===== src/rtl/uart_pkg.sv =====
// Shared UART definitions: frame shape, one-hot receiver/transmitter states and baud arithmetic.
package uart_pkg;

    localparam int DATA_BITS = 8;

    typedef enum logic [3:0] {
        ST_IDLE  = 4'b0001,
        ST_START = 4'b0010,
        ST_DATA  = 4'b0100,
        ST_STOP  = 4'b1000
    } uart_state_e;

    function automatic int baud_width(input int clock_speed, input int baud_rate);
        return clock_speed / baud_rate;
    endfunction

endpackage


===== src/rtl/uart_rx_if.sv =====
// Byte-side and line-side signals of the UART receiver, bundled for the consumer connection.
interface uart_rx_if;
    import uart_pkg::*;

    logic                 rx;
    logic [DATA_BITS-1:0] rx_data;
    logic                 rx_valid;
    logic                 frame_err;
    logic                 rx_busy;

    // master drives the line and consumes bytes; slave is the receiver itself
    modport master (
        output rx,
        input  rx_data, rx_valid, frame_err, rx_busy
    );

    modport slave (
        input  rx,
        output rx_data, rx_valid, frame_err, rx_busy
    );
endinterface


===== src/rtl/uart_sync.sv =====
// Two-flop synchroniser for the async rx line plus a one-clock-delayed copy for falling-edge detection.
module uart_sync (
    input  logic clk,
    input  logic rst_n,
    input  logic rx,
    output logic rx_s,
    output logic fall
);
    logic meta_q, meta_d;
    logic rx_s_q, rx_s_d;
    logic rx_dly_q, rx_dly_d;

    always_comb begin
        meta_d   = rx;
        rx_s_d   = meta_q;
        rx_dly_d = rx_s_q;
    end

    // Reset to the idle line level so leaving reset never looks like a start edge.
    always_ff @(posedge clk) begin
        if (!rst_n) begin
            meta_q   <= 1'b1;
            rx_s_q   <= 1'b1;
            rx_dly_q <= 1'b1;
        end else begin
            meta_q   <= meta_d;
            rx_s_q   <= rx_s_d;
            rx_dly_q <= rx_dly_d;
        end
    end

    assign rx_s = rx_s_q;
    assign fall = rx_dly_q & ~rx_s_q;
endmodule


===== src/rtl/uart_rx.sv =====
// UART receiver: 1 start, 8 data bits LSB-first, 1 stop; mid-bit sampling, byte and error strobes.
module uart_rx
    import uart_pkg::*;
#(
    parameter int BAUD_RATE      = 115_200,
    parameter int CLOCK_SPEED    = 50_000_000,
    parameter bit INVERT_PAYLOAD = 1'b1
) (
    input logic      clk,
    input logic      rst_n,
    uart_rx_if.slave bus
);
    localparam int BAUD_WIDTH = baud_width(CLOCK_SPEED, BAUD_RATE);
    localparam int HALF_WIDTH = BAUD_WIDTH / 2;
    localparam int CNT_W      = $clog2(BAUD_WIDTH);
    localparam int IDX_W      = $clog2(DATA_BITS);

    localparam logic [CNT_W-1:0] HALF_LAST = CNT_W'(HALF_WIDTH - 1);
    localparam logic [CNT_W-1:0] BAUD_LAST = CNT_W'(BAUD_WIDTH - 1);
    localparam logic [IDX_W-1:0] IDX_LAST  = IDX_W'(DATA_BITS - 1);

    logic rx_s;
    logic fall;

    uart_sync u_sync (
        .clk   (clk),
        .rst_n (rst_n),
        .rx    (bus.rx),
        .rx_s  (rx_s),
        .fall  (fall)
    );

    uart_state_e          state_q, state_d;
    logic [CNT_W-1:0]     cnt_q, cnt_d;
    logic [IDX_W-1:0]     idx_q, idx_d;
    logic [DATA_BITS-1:0] shift_q, shift_d;
    logic [DATA_BITS-1:0] data_q, data_d;
    logic                 valid_q, valid_d;
    logic                 ferr_q, ferr_d;
    logic                 busy_q, busy_d;

    always_comb begin
        state_d = state_q;
        cnt_d   = cnt_q + CNT_W'(1);
        idx_d   = idx_q;
        shift_d = shift_q;
        data_d  = data_q;
        valid_d = 1'b0;
        ferr_d  = 1'b0;

        case (state_q)
            ST_IDLE: begin
                cnt_d = '0;
                if (fall) state_d = ST_START;
            end
            ST_START: begin
                // A start bit that is high again at its middle was only a glitch.
                if (cnt_q == HALF_LAST) begin
                    cnt_d   = '0;
                    idx_d   = '0;
                    state_d = rx_s ? ST_IDLE : ST_DATA;
                end
            end
            ST_DATA: begin
                if (cnt_q == BAUD_LAST) begin
                    cnt_d   = '0;
                    shift_d = {rx_s, shift_q[DATA_BITS-1:1]};
                    idx_d   = idx_q + IDX_W'(1);
                    if (idx_q == IDX_LAST) state_d = ST_STOP;
                end
            end
            ST_STOP: begin
                // Returning to IDLE at mid stop bit leaves half a bit to catch the next start edge.
                if (cnt_q == BAUD_LAST) begin
                    cnt_d   = '0;
                    state_d = ST_IDLE;
                    if (rx_s) begin
                        valid_d = 1'b1;
                        data_d  = INVERT_PAYLOAD ? ~shift_q : shift_q;
                    end else begin
                        ferr_d = 1'b1;
                    end
                end
            end
            default: begin
                cnt_d   = '0;
                state_d = ST_IDLE;
            end
        endcase

        busy_d = (state_d != ST_IDLE);
    end

    always_ff @(posedge clk) begin
        if (!rst_n) begin
            state_q <= ST_IDLE;
            cnt_q   <= '0;
            idx_q   <= '0;
            shift_q <= '0;
            data_q  <= '0;
            valid_q <= 1'b0;
            ferr_q  <= 1'b0;
            busy_q  <= 1'b0;
        end else begin
            state_q <= state_d;
            cnt_q   <= cnt_d;
            idx_q   <= idx_d;
            shift_q <= shift_d;
            data_q  <= data_d;
            valid_q <= valid_d;
            ferr_q  <= ferr_d;
            busy_q  <= busy_d;
        end
    end

    assign bus.rx_data   = data_q;
    assign bus.rx_valid  = valid_q;
    assign bus.frame_err = ferr_q;
    assign bus.rx_busy   = busy_q;
endmodule


===== src/flat_wrapper.sv =====
// flat-port wrapper written by rule: the top's interface ports become plain ports
module uart_rx_flat import uart_pkg::*;
#(
    parameter int BAUD_RATE      = 115_200,
    parameter int CLOCK_SPEED    = 50_000_000,
    parameter bit INVERT_PAYLOAD = 1'b1
)
  (clk, rst_n, bus_rx, bus_rx_data, bus_rx_valid, bus_frame_err, bus_rx_busy);
  uart_rx_if bus_i ();
  input logic clk;
  input logic rst_n;
  input wire logic [$bits(bus_i.rx)-1:0] bus_rx;
  output wire logic [$bits(bus_i.rx_data)-1:0] bus_rx_data;
  output wire logic [$bits(bus_i.rx_valid)-1:0] bus_rx_valid;
  output wire logic [$bits(bus_i.frame_err)-1:0] bus_frame_err;
  output wire logic [$bits(bus_i.rx_busy)-1:0] bus_rx_busy;
  assign bus_i.rx = bus_rx;
  assign bus_rx_data = bus_i.rx_data;
  assign bus_rx_valid = bus_i.rx_valid;
  assign bus_frame_err = bus_i.frame_err;
  assign bus_rx_busy = bus_i.rx_busy;
  uart_rx #(.BAUD_RATE(BAUD_RATE), .CLOCK_SPEED(CLOCK_SPEED), .INVERT_PAYLOAD(INVERT_PAYLOAD)) u_core (.clk(clk), .rst_n(rst_n), .bus(bus_i));
endmodule

===== config.mk =====
export PLATFORM = sky130hd
export DESIGN_NAME = uart_rx_flat
export DESIGN_NICKNAME = d
export VERILOG_FILES = /design/src/rtl/uart_pkg.sv /design/src/rtl/uart_rx_if.sv /design/src/rtl/uart_sync.sv /design/src/rtl/uart_rx.sv /design/src/flat_wrapper.sv
export SDC_FILE = /design/constraint.sdc
export NUM_CORES = 1
export LEC_CHECK = 0
export ABC_AREA = 1
export CORE_ASPECT_RATIO = 1.5
export CORE_UTILIZATION = 42
export CTS_CLUSTER_SIZE = 20
export DETAILED_ROUTE_END_ITERATION = 16
export GPL_TIMING_DRIVEN = 0
export PLACE_DENSITY_LB_ADDON = 0.08
export SYNTH_ARGS = -nofsm -noshare
export SYNTH_HDL_FRONTEND = slang
export SYNTH_SLANG_ARGS = --single-unit

===== constraint.sdc =====
create_clock -name clk -period 1.8 [get_ports clk]
set_clock_uncertainty 0.2 [all_clocks]
set_input_delay 0.36 -clock clk [delete_from_list [all_inputs] [get_ports clk]]
set_output_delay 0.36 -clock clk [all_outputs]
set_load 0.005 [all_outputs]

======== Word level (Yosys, flattened, before mapping) ========
Cells that the tools add are included.
storage, ports and cells
  register bits ........................... 38
  latch bits .............................. 0
  memory bits (writable) .................. 0
  ROM bits ................................ 0
  input bits .............................. 3
  output and inout bits ................... 11
  logic and storage cells ................. 47
  memories kept ........................... 0
operators by class
  add/subtract/negate cells ............... 2
  $mul .................................... 0
  div/mod/pow operators ................... 0
  $lt $le $gt $ge ......................... 0
  equality and inequality tests ........... 10
  shift-type cells ........................ 0
  mux-type cells .......................... 15
  bitwise operators ....................... 3
  reduce and logical (&&, ||, !) cells .... 6
operators by type and width
  kind                                                    number
  2-to-1 mux 4 bit                                        5
  2-to-1 mux 9 bit                                        2
  case mux 9 bit (2 select lines)                         1
  case mux 4 bit (4 select lines)                         1
  adder 9 x 1 -> 9 bit (second input constant)            1
  equality test 9 x 8 -> 1 bit (second input constant)    1
  equality test 9 bit (second input constant)             1
  2-to-1 mux 3 bit                                        3
  AND reduction 3 bit                                     3
  NOT 8 bit                                               1
  case mux 3 bit (2 select lines)                         1
  equality test 4 x 1 -> 1 bit (second input constant)    1
  equality test 4 x 2 -> 1 bit (second input constant)    1
  equality test 4 x 3 -> 1 bit (second input constant)    1
  equality test 4 bit (second input constant)             1
  inequality test 2 x 1 -> 1 bit (second input constant)  2
  inequality test 4 x 1 -> 1 bit (second input constant)  1
  adder 3 x 1 -> 3 bit (second input constant)            1
  equality test 3 bit (second input constant)             1
  2-to-1 mux 1 bit                                        2
  AND reduction 2 bit                                     1
  nonzero test 2 bit                                      1
  OR reduction 2 bit                                      1
  bitwise AND 1 bit                                       1
  NOT 1 bit                                               1

======== Depth between registers and ports, before layout ========
Gate-level depths: netlist (run 1).
  word-level depth ........................ 5
  depth in mapped cells ................... 10

======== By module ========
Synthesis (run 1) repeated with hierarchy kept, for this count alone.
second synthesis, totals
  cell total of the unflattened synthesis .. 222
  area, all modules ....................... 1,704.1 sq um
modules (own cells, without submodules)
  module     times used  cells an instance  area each (sq um)
  uart_rx    1           211                1,614.0
  uart_sync  1           11                 90.1

======== Least setup slack after synthesis (run 1) ========
No wires, ideal clock.
  kind .................................... register -> register
  start point ............................. reg u_core.cnt_q[0]
  end point ............................... reg u_core.data_q[3], in the netlist u_core.bus.rx_data[3]
  data arrival time ....................... 1.282 ns
  required time ........................... 1.487 ns
  path slack .............................. 0.205 ns
  cell stages (with the launch flop) ...... 10
  cells stage by stage .................... dfxtp_1 ha_1 nand2_1 nor2_4 nand3_4 nor2_8 buf_8 nand2_1 nand2_1 nor2_1
on the way
  longest elaborated chain between the ends .. 2
RTL lines
  what                                  line            RTL
  from (decl)                           uart_rx.sv:34   logic [CNT_W-1:0] cnt_q, cnt_d;
  from (signal assigned)                uart_rx.sv:106  cnt_q <= cnt_d;
  equality test 9 bit                   uart_rx.sv:74   if (cnt_q == BAUD_LAST) begin
  AND reduction 3 bit (no source line)  n/a
  to (signal assigned)                  uart_rx.sv:109  data_q <= data_d;
  to (decl)                             uart_rx.sv:37   logic [DATA_BITS-1:0] data_q, data_d;
Every way passes these cells.
A chain may end at the register's enable or synchronous reset.

======== Worst setup path in the final report (run 1) ========
  start point ............................. reg u_core.cnt_q[0]
  end point ............................... reg u_core.data_q[4], in the netlist u_core.bus.rx_data[4]
Same word-level chain as after synthesis.

==> flow_summary.toml, run 1 <==
[cells_and_area]
drive_gt1_share_pct = 13.2
syn_to_final_growth_pct = 19.5
diodes = 0
nets = 257
finalNonFillerCells = 295

[clocking]
clk_pin_slew_ns = 0.07
h-tree-depth = 2
hold_buffers = 0
clock_latency_ns = 0.29
cts_buffers = 5
cts_tree = "built"
cts_max_path_buffers = 2
clock-root-buffer = "clkbuf_8"
cts_sinks = 38

[route]
drt-wirelength-per-cell_um = 10.2
drt_iter0_drc = 37
drtPass1Iterations = 4
drt-total-wl_um = 3000
drc = 0
vias_per_cell = 4.65
ant_nets = 0
vias = 1373

[setup_path]
r2r_end = "u_core.bus.rx_data[4]"
critPathCapture = "u_core.bus.rx_data[4]"
end_kind = "register"
r2r-start = "u_core.cnt_q[0]"
reg2regPathDepth = 9
worstSetupStartpoint = "u_core.cnt_q[0]"
reg2reg_setup_slack_ns = 0.12
crit_arrival_ns = 1.67
cp_max_fo = 5
worstSetupStartpointType = "register"
criticalPathCategory = "register to register"
required_ns = 1.79

[power_and_ir_drop]
p_per_area_nw_per_um2 = 735
vdd_drop_max_mv = 0.433
p_leak_uw = 0.000864
pwr-share-seq_pct = 56.7
clkPwrFrac_pct = 39.9
p_int_uw = 1180
combPwrFrac_pct = 3.4
swShare_pct = 21.6
switchingPower_uw = 324

[yosys]
synth_common_cells = "nand2_1 (62), nor2_1 (39), dfxtp_1 (38)"
yosysUniqueCellTypes = 24
ys_ff_latch = 38
ys.flop_type = "dfxtp_1"
synth_most_common_cell = "nand2_1"
yosysTopAreaCell = "dfxtp_1"
synth_area_um2 = 1710
synth-seq-area-share_pct = 44.5
yosys_warnings = 0
yosysTopAreaCellShare_pct = 44.5
ys_top_cells_by_area = "dfxtp_1 (45%), nand2_1 (14%), nor2_1 (8.6%)"
syn_avg_cell_area_um2 = 7.53
syn-instance-count = 227
syn-num-nets = 235
synth_edf_count = 0
async_reset_ff_share_pct = 0

[grt]
grt_pass1_vias = 1235
track_usage_pct = 16.2
top_usage_layer = "met2"
use_met3_pct = 4.55
grt_pass1_wl_um = 4980
met2_usage_pct = 29.5
met1_usage_pct = 15.4
grt_max_degree = 12
grt.overflow.total = 0
antenna_found_initial = 0

[die]
start_util_pct = 43.6
pin_count = 14
die_height_um = 80.1
die_w_um = 54.1
rows = 28
die_area_um2 = 4330
core_um2 = 3920

[run_status]
run_status = "finished clean"

[sta]
finalSetupViolCount = 0
worst_pin_slew_ns = 0.506
min_period_ns = 1.68
final.setup.tns_ns = 0
fin_ws_ns = 0.116
slew_viol_final = 0
min_period_over_period_pct = 93.6
rsz0062_at_grt = "yes"
slew_headroom_pct = 66.3
max_freq_mhz = 594
finalHoldViolations = 0
holdWs_ns = 0.214

[placement]
place_inst = 285
hpwlAfterDp_um = 2220
numPortBuffers = 13
place_ws_ns = -0.00390
routabilityCongestion = 0.698

[hold_path]
min_path_type = "register to register"

[job]
maxCapViolations = 0
metal layers:
metal / part of all wire (%) / up-vias
met1: 38 / 613
met4: 2.4 / 0
met5: 0 / -
met3: 2.6 / 7
met2: 57 / 14
li1: - / 739
logic make-up (layout without fill, tap and decap cells):
family / Yosys count / after routing / share of synthesized area, %
xor+xnor: 7 / 7 / 3.59
simple gates: 131 / 131 / 36.2
flops: 38 / 38 / 44.5
buf+inv: 30 / 53 / 7.25
fa+ha+maj: 5 / 5 / 3.66
compound gates: 16 / 16 / 4.83
area by class of cell:
class | count | area, µm²
clock buffer | 7 | 86.3
tap | 45 | 56.3
sequential | 38 | 763
clock inverter | 1 | 5.00
inverter | 27 | 101
timing repair buffer | 15 | 175
multi-input combinational | 159 | 832
fill | 418 | 1880
buffer | 3 | 22.5
registers in the layout, indices dropped and copies added (netlist names):
register and count:
u_core.u_sync.meta_q 1, u_core.bus.rx_data 8, u_core.cnt_q 9, u_core.bus.frame_err 1, u_core.bus.rx_busy 1, u_core.shift_q 8
u_core.state_q 4, u_core.idx_q 3, u_core.bus.rx_valid 1, u_core.u_sync.rx_s 1, u_core.u_sync.rx_dly_q 1
how the worst min path moves through the flow:
stage                         startpoint  depth (start not counted)                  to  slack, ns
floorplan           u_core.u_sync.meta_q                          1  u_core.u_sync.rx_s       0.19
global placement    u_core.u_sync.meta_q                          1  u_core.u_sync.rx_s       0.20
detailed placement  u_core.u_sync.meta_q                          1  u_core.u_sync.rx_s       0.20
CTS                 u_core.u_sync.meta_q                          1  u_core.u_sync.rx_s       0.23
global route        u_core.u_sync.meta_q                          1  u_core.u_sync.rx_s       0.25
finish              u_core.u_sync.meta_q                          1  u_core.u_sync.rx_s       0.21
power groups by stage:
stage               clock, µW  combinational, µW  sequential [µW]
detailed placement          0               51.3              870
global route              656               59.4              851
CTS                       625               51.5              851
finish                    599               51.6              851
floorplan                   0               35.0              870
global placement            0               51.8              870
worst max-delay path, stage by stage, from the launching register on:
cell     delay, ns
dfxtp_2       0.37
ha_1          0.16
nand2_1       0.09
nor2_4        0.18
nand3_4       0.14
nor2_8        0.19
buf_8         0.13
nand2_1       0.04
nand2_1       0.05
nor2_1        0.04
placed cells by master (no fill, tap or decap), types with 3 or more instances in the layout:
master and count:
nand3_1 13, a21oi_1 15, inv_1 20, or2_2 3, nor2_4 3, ha_1 5
clkdlybuf4s50_1 13, dfxtp_1 36, clkbuf_8 6, nand2_1 61, nor2_1 39, inv_2 6
xor2_1 5, nand2_2 3
timing repair:
action / 4_1_cts / 5_1_grt
resized for setup: 0 / 5
setup buffers: 0 / 1
setup endpoints to repair: 0 / 21
endpoints found under the hold margin: 0 / 0
metrics by stage:
| stage | util (%) | total power, µW | cell area [µm²] |
|---|---|---|---|
| floorplan | - | 905 | 1710 |
| global placement | 48.3 | 922 | 1900 |
| detailed placement | 48.3 | 922 | 1900 |
| CTS | 50.6 | 1530 | 1990 |
| global route | 52.0 | 1570 | 2040 |
| finish | 52.0 | 1500 | 2040 |
(Power assumes the default switching activity.)
==> inputs of run 2 (changes only) <==
CAP_MARGIN = 10   (was unset)
GPL_ROUTABILITY_DRIVEN = 0   (was unset)
==> results of run 2 <==
The final DEF is identical to that of run 1; final timing and power are the same.
==> inputs of run 3 (changes only) <==
--- a/config.mk
+++ b/config.mk
@@ -7,3 +7,2 @@
 export LEC_CHECK = 0
-export ABC_AREA = 1
 export CAP_MARGIN = 10
==> constraint.sdc (replaced) <==
create_clock -name clk -period 1.4 [get_ports clk]
set_clock_uncertainty 0.2 [all_clocks]
set_input_delay 0.14 -clock clk [delete_from_list [all_inputs] [get_ports clk]]
set_output_delay 0.14 -clock clk [all_outputs]
set_load 0.005 [all_outputs]
==> run 3 against run 2 <==
Against the previous run: the flow now finishes with violations (setup timing); cell count is 15% lower; critical path type unchanged; flip-flop and latch count unchanged; count of clock-buffer cells in the layout fell by 2; fmax decreased by 2.6%; largest cell class unchanged.
==> flow_summary.toml, run 3 <==
[setup_path]
end_kind = "register"
required_ns = 1.37
crit_arrival_ns = 1.70
worstSetupStartpointType = "register"
criticalPathCategory = "register to register"
cp_max_fo = 9

[yosys]
yosysTopAreaCell = "dfxtp_1"
ys_top_cells_by_area = "dfxtp_1 (46%), mux2i_1 (6.6%), ha_1 (3.8%)"
yosysTopAreaCellShare_pct = 45.6
ys.flop_type = "dfxtp_1"
synth_edf_count = 0
synth_common_cells = "dfxtp_1 (38), nand2_1 (15), mux2i_1 (11)"
syn-instance-count = 164
ys_ff_latch = 38
synth-seq-area-share_pct = 45.6
syn_avg_cell_area_um2 = 10.2
synth_area_um2 = 1670
syn-num-nets = 172
yosys_warnings = 0
async_reset_ff_share_pct = 0
synth_most_common_cell = "dfxtp_1"
yosysUniqueCellTypes = 43

[route]
drtPass1Iterations = 4
drt-total-wl_um = 3730
drt_iter0_drc = 36
drc = 0
drt-wirelength-per-cell_um = 14.9
ant_nets = 0
vias_per_cell = 5.40
vias = 1350

[grt]
met1_usage_pct = 22.0
track_usage_pct = 19.3
grt.overflow.total = 0
use_met3_pct = 5.17
grt_pass1_vias = 1283
antenna_found_initial = 0
top_usage_layer = "met2"
met2_usage_pct = 32.8
grt_pass1_wl_um = 5880
grt_max_degree = 14

[hold_path]
min_path_type = "input port to register"

[sta]
slew_headroom_pct = 64.9
min_period_over_period_pct = 123
min_period_ns = 1.73
fin_ws_ns = -0.328
rsz0062_at_grt = "yes"
finalSetupViolCount = 35
holdWs_ns = 0.201
finalHoldViolations = 0
max_freq_mhz = 579
slew_viol_final = 0
worst_pin_slew_ns = 0.527

[power_and_ir_drop]
p_per_area_nw_per_um2 = 906
vdd_drop_max_mv = 0.841
p_leak_uw = 0.000932

[die]
die_w_um = 53.4
die_height_um = 79.2
die_area_um2 = 4230
rows = 27
core_um2 = 3720
start_util_pct = 44.8
pin_count = 14

[cells_and_area]
diodes = 0
final_cell_mix = "dfxtp_1 (24), buf_4 (15), mux2i_1 (11)"
nets = 214
regMostFlops = "u_core.cnt_q"
largest_reg_flops = 9
fin_util_pct = 62.3
syn_to_final_growth_pct = 39.0
final_common_cell = "dfxtp_1"
drive_gt1_share_pct = 36.7

[run_status]
violations = "setup timing"
run_status = "complete, but fails checks"

[clocking]
cts_sinks = 38
clk_pin_slew_ns = 0.08
clock-root-buffer = "clkbuf_8"
hold_buffers = 0
clock_latency_ns = 0.30
cts_buffers = 5
cts_tree = "built"
h-tree-depth = 2
cts_max_path_buffers = 2

[placement]
numPortBuffers = 13
hpwlAfterDp_um = 2330

[job]
maxCapViolations = 0
run 3: changes by cell type in the layout (fill, tap and decap cells not counted), sizes merged, moves of 5 or more:
cell and delta:
nand2 -50, nor2 -33, inv -21, buf +20, clkdlybuf4s50 -11, mux2i +11
dlygate4sd2 +10, nand3 -9, a21oi -6, nor3 +6, or2 +5
run 3: cell type report:
type | instances | area [µm²]
Tap cell | 43 | 53.8
Fill cell | 331 | 1400
Multi-Input combinational cell | 117 | 995
Inverter | 5 | 18.8
Sequential cell | 38 | 793
Timing Repair Buffer | 34 | 309
Buffer | 5 | 33.8
Clock inverter | 3 | 43.8
Clock buffer | 5 | 68.8
run 3: repair_timing:
item	4_1_cts	5_1_grt
cloned	2	1
setup endpoints to repair	46	36
gates resized for setup	39	16
setup buffers	14	5
pin swaps	11	8
run 3: where the power goes:
part	switching, µW	leakage, µW	internal, µW
registers	11.8	0.000315	1080
logic	40.4	0.000562	31.7
clock network	403	0.0000547	531
total	455	0.000932	1640
run 3: per-layer routing:
layer	vias up	wire (µm)	part of all wire, %
met4	0	67	1.8
met1	647	1520	41
met2	28	2010	54
li1	666	-	-
met5	-	0	0
met3	9	138	3.7
run 3: worst max-delay path, stage by stage, from the launching register on:
cell and delay (ns):
dfxtp_4 0.37, inv_1 0.06, ha_1 0.17, and4bb_2 0.29
nand2_2 0.07, a22oi_2 0.24, buf_12 0.16, nor3b_1 0.04
run 3: stage by stage:
step | cells | total power, µW | cell area (µm²) | setup slack, ns | TNS (ns)
final | 250 | 2100 | 2320 | -0.328 | -8.33
after CTS | 244 | 2110 | 2220 | -0.287 | -7.88
after detailed placement | 220 | 1190 | 1890 | -0.403 | -11.34
after global placement | 220 | 1180 | 1890 | -0.363 | -9.92
after floorplan | 164 | 1160 | 1700 | -0.189 | -2.98
after global routing | 250 | 2160 | 2320 | -0.404 | -10.49
run 3: logic make-up after synthesis:
group           count (synthesis)  share of synthesized area, %
simple gates                   75                          30.0
compound gates                 17                          6.91
flops                          38                          45.6
xor+xnor                        8                          4.20
fa+ha+maj                       5                          3.75
buf+inv                        10                          2.93
mux                            11                          6.61
run 3: path summary, 6_finish.rpt:
path,from,to,slack [ns],cells after the start
max,u_core.cnt_q[0],u_core.cnt_q[1],-0.33,7
min,bus_rx,u_core.u_sync.meta_q,0.20,2
max reg2reg,u_core.cnt_q[0],u_core.cnt_q[1],-0.33,7
min reg2reg,u_core.u_sync.meta_q,u_core.u_sync.rx_s,0.21,1
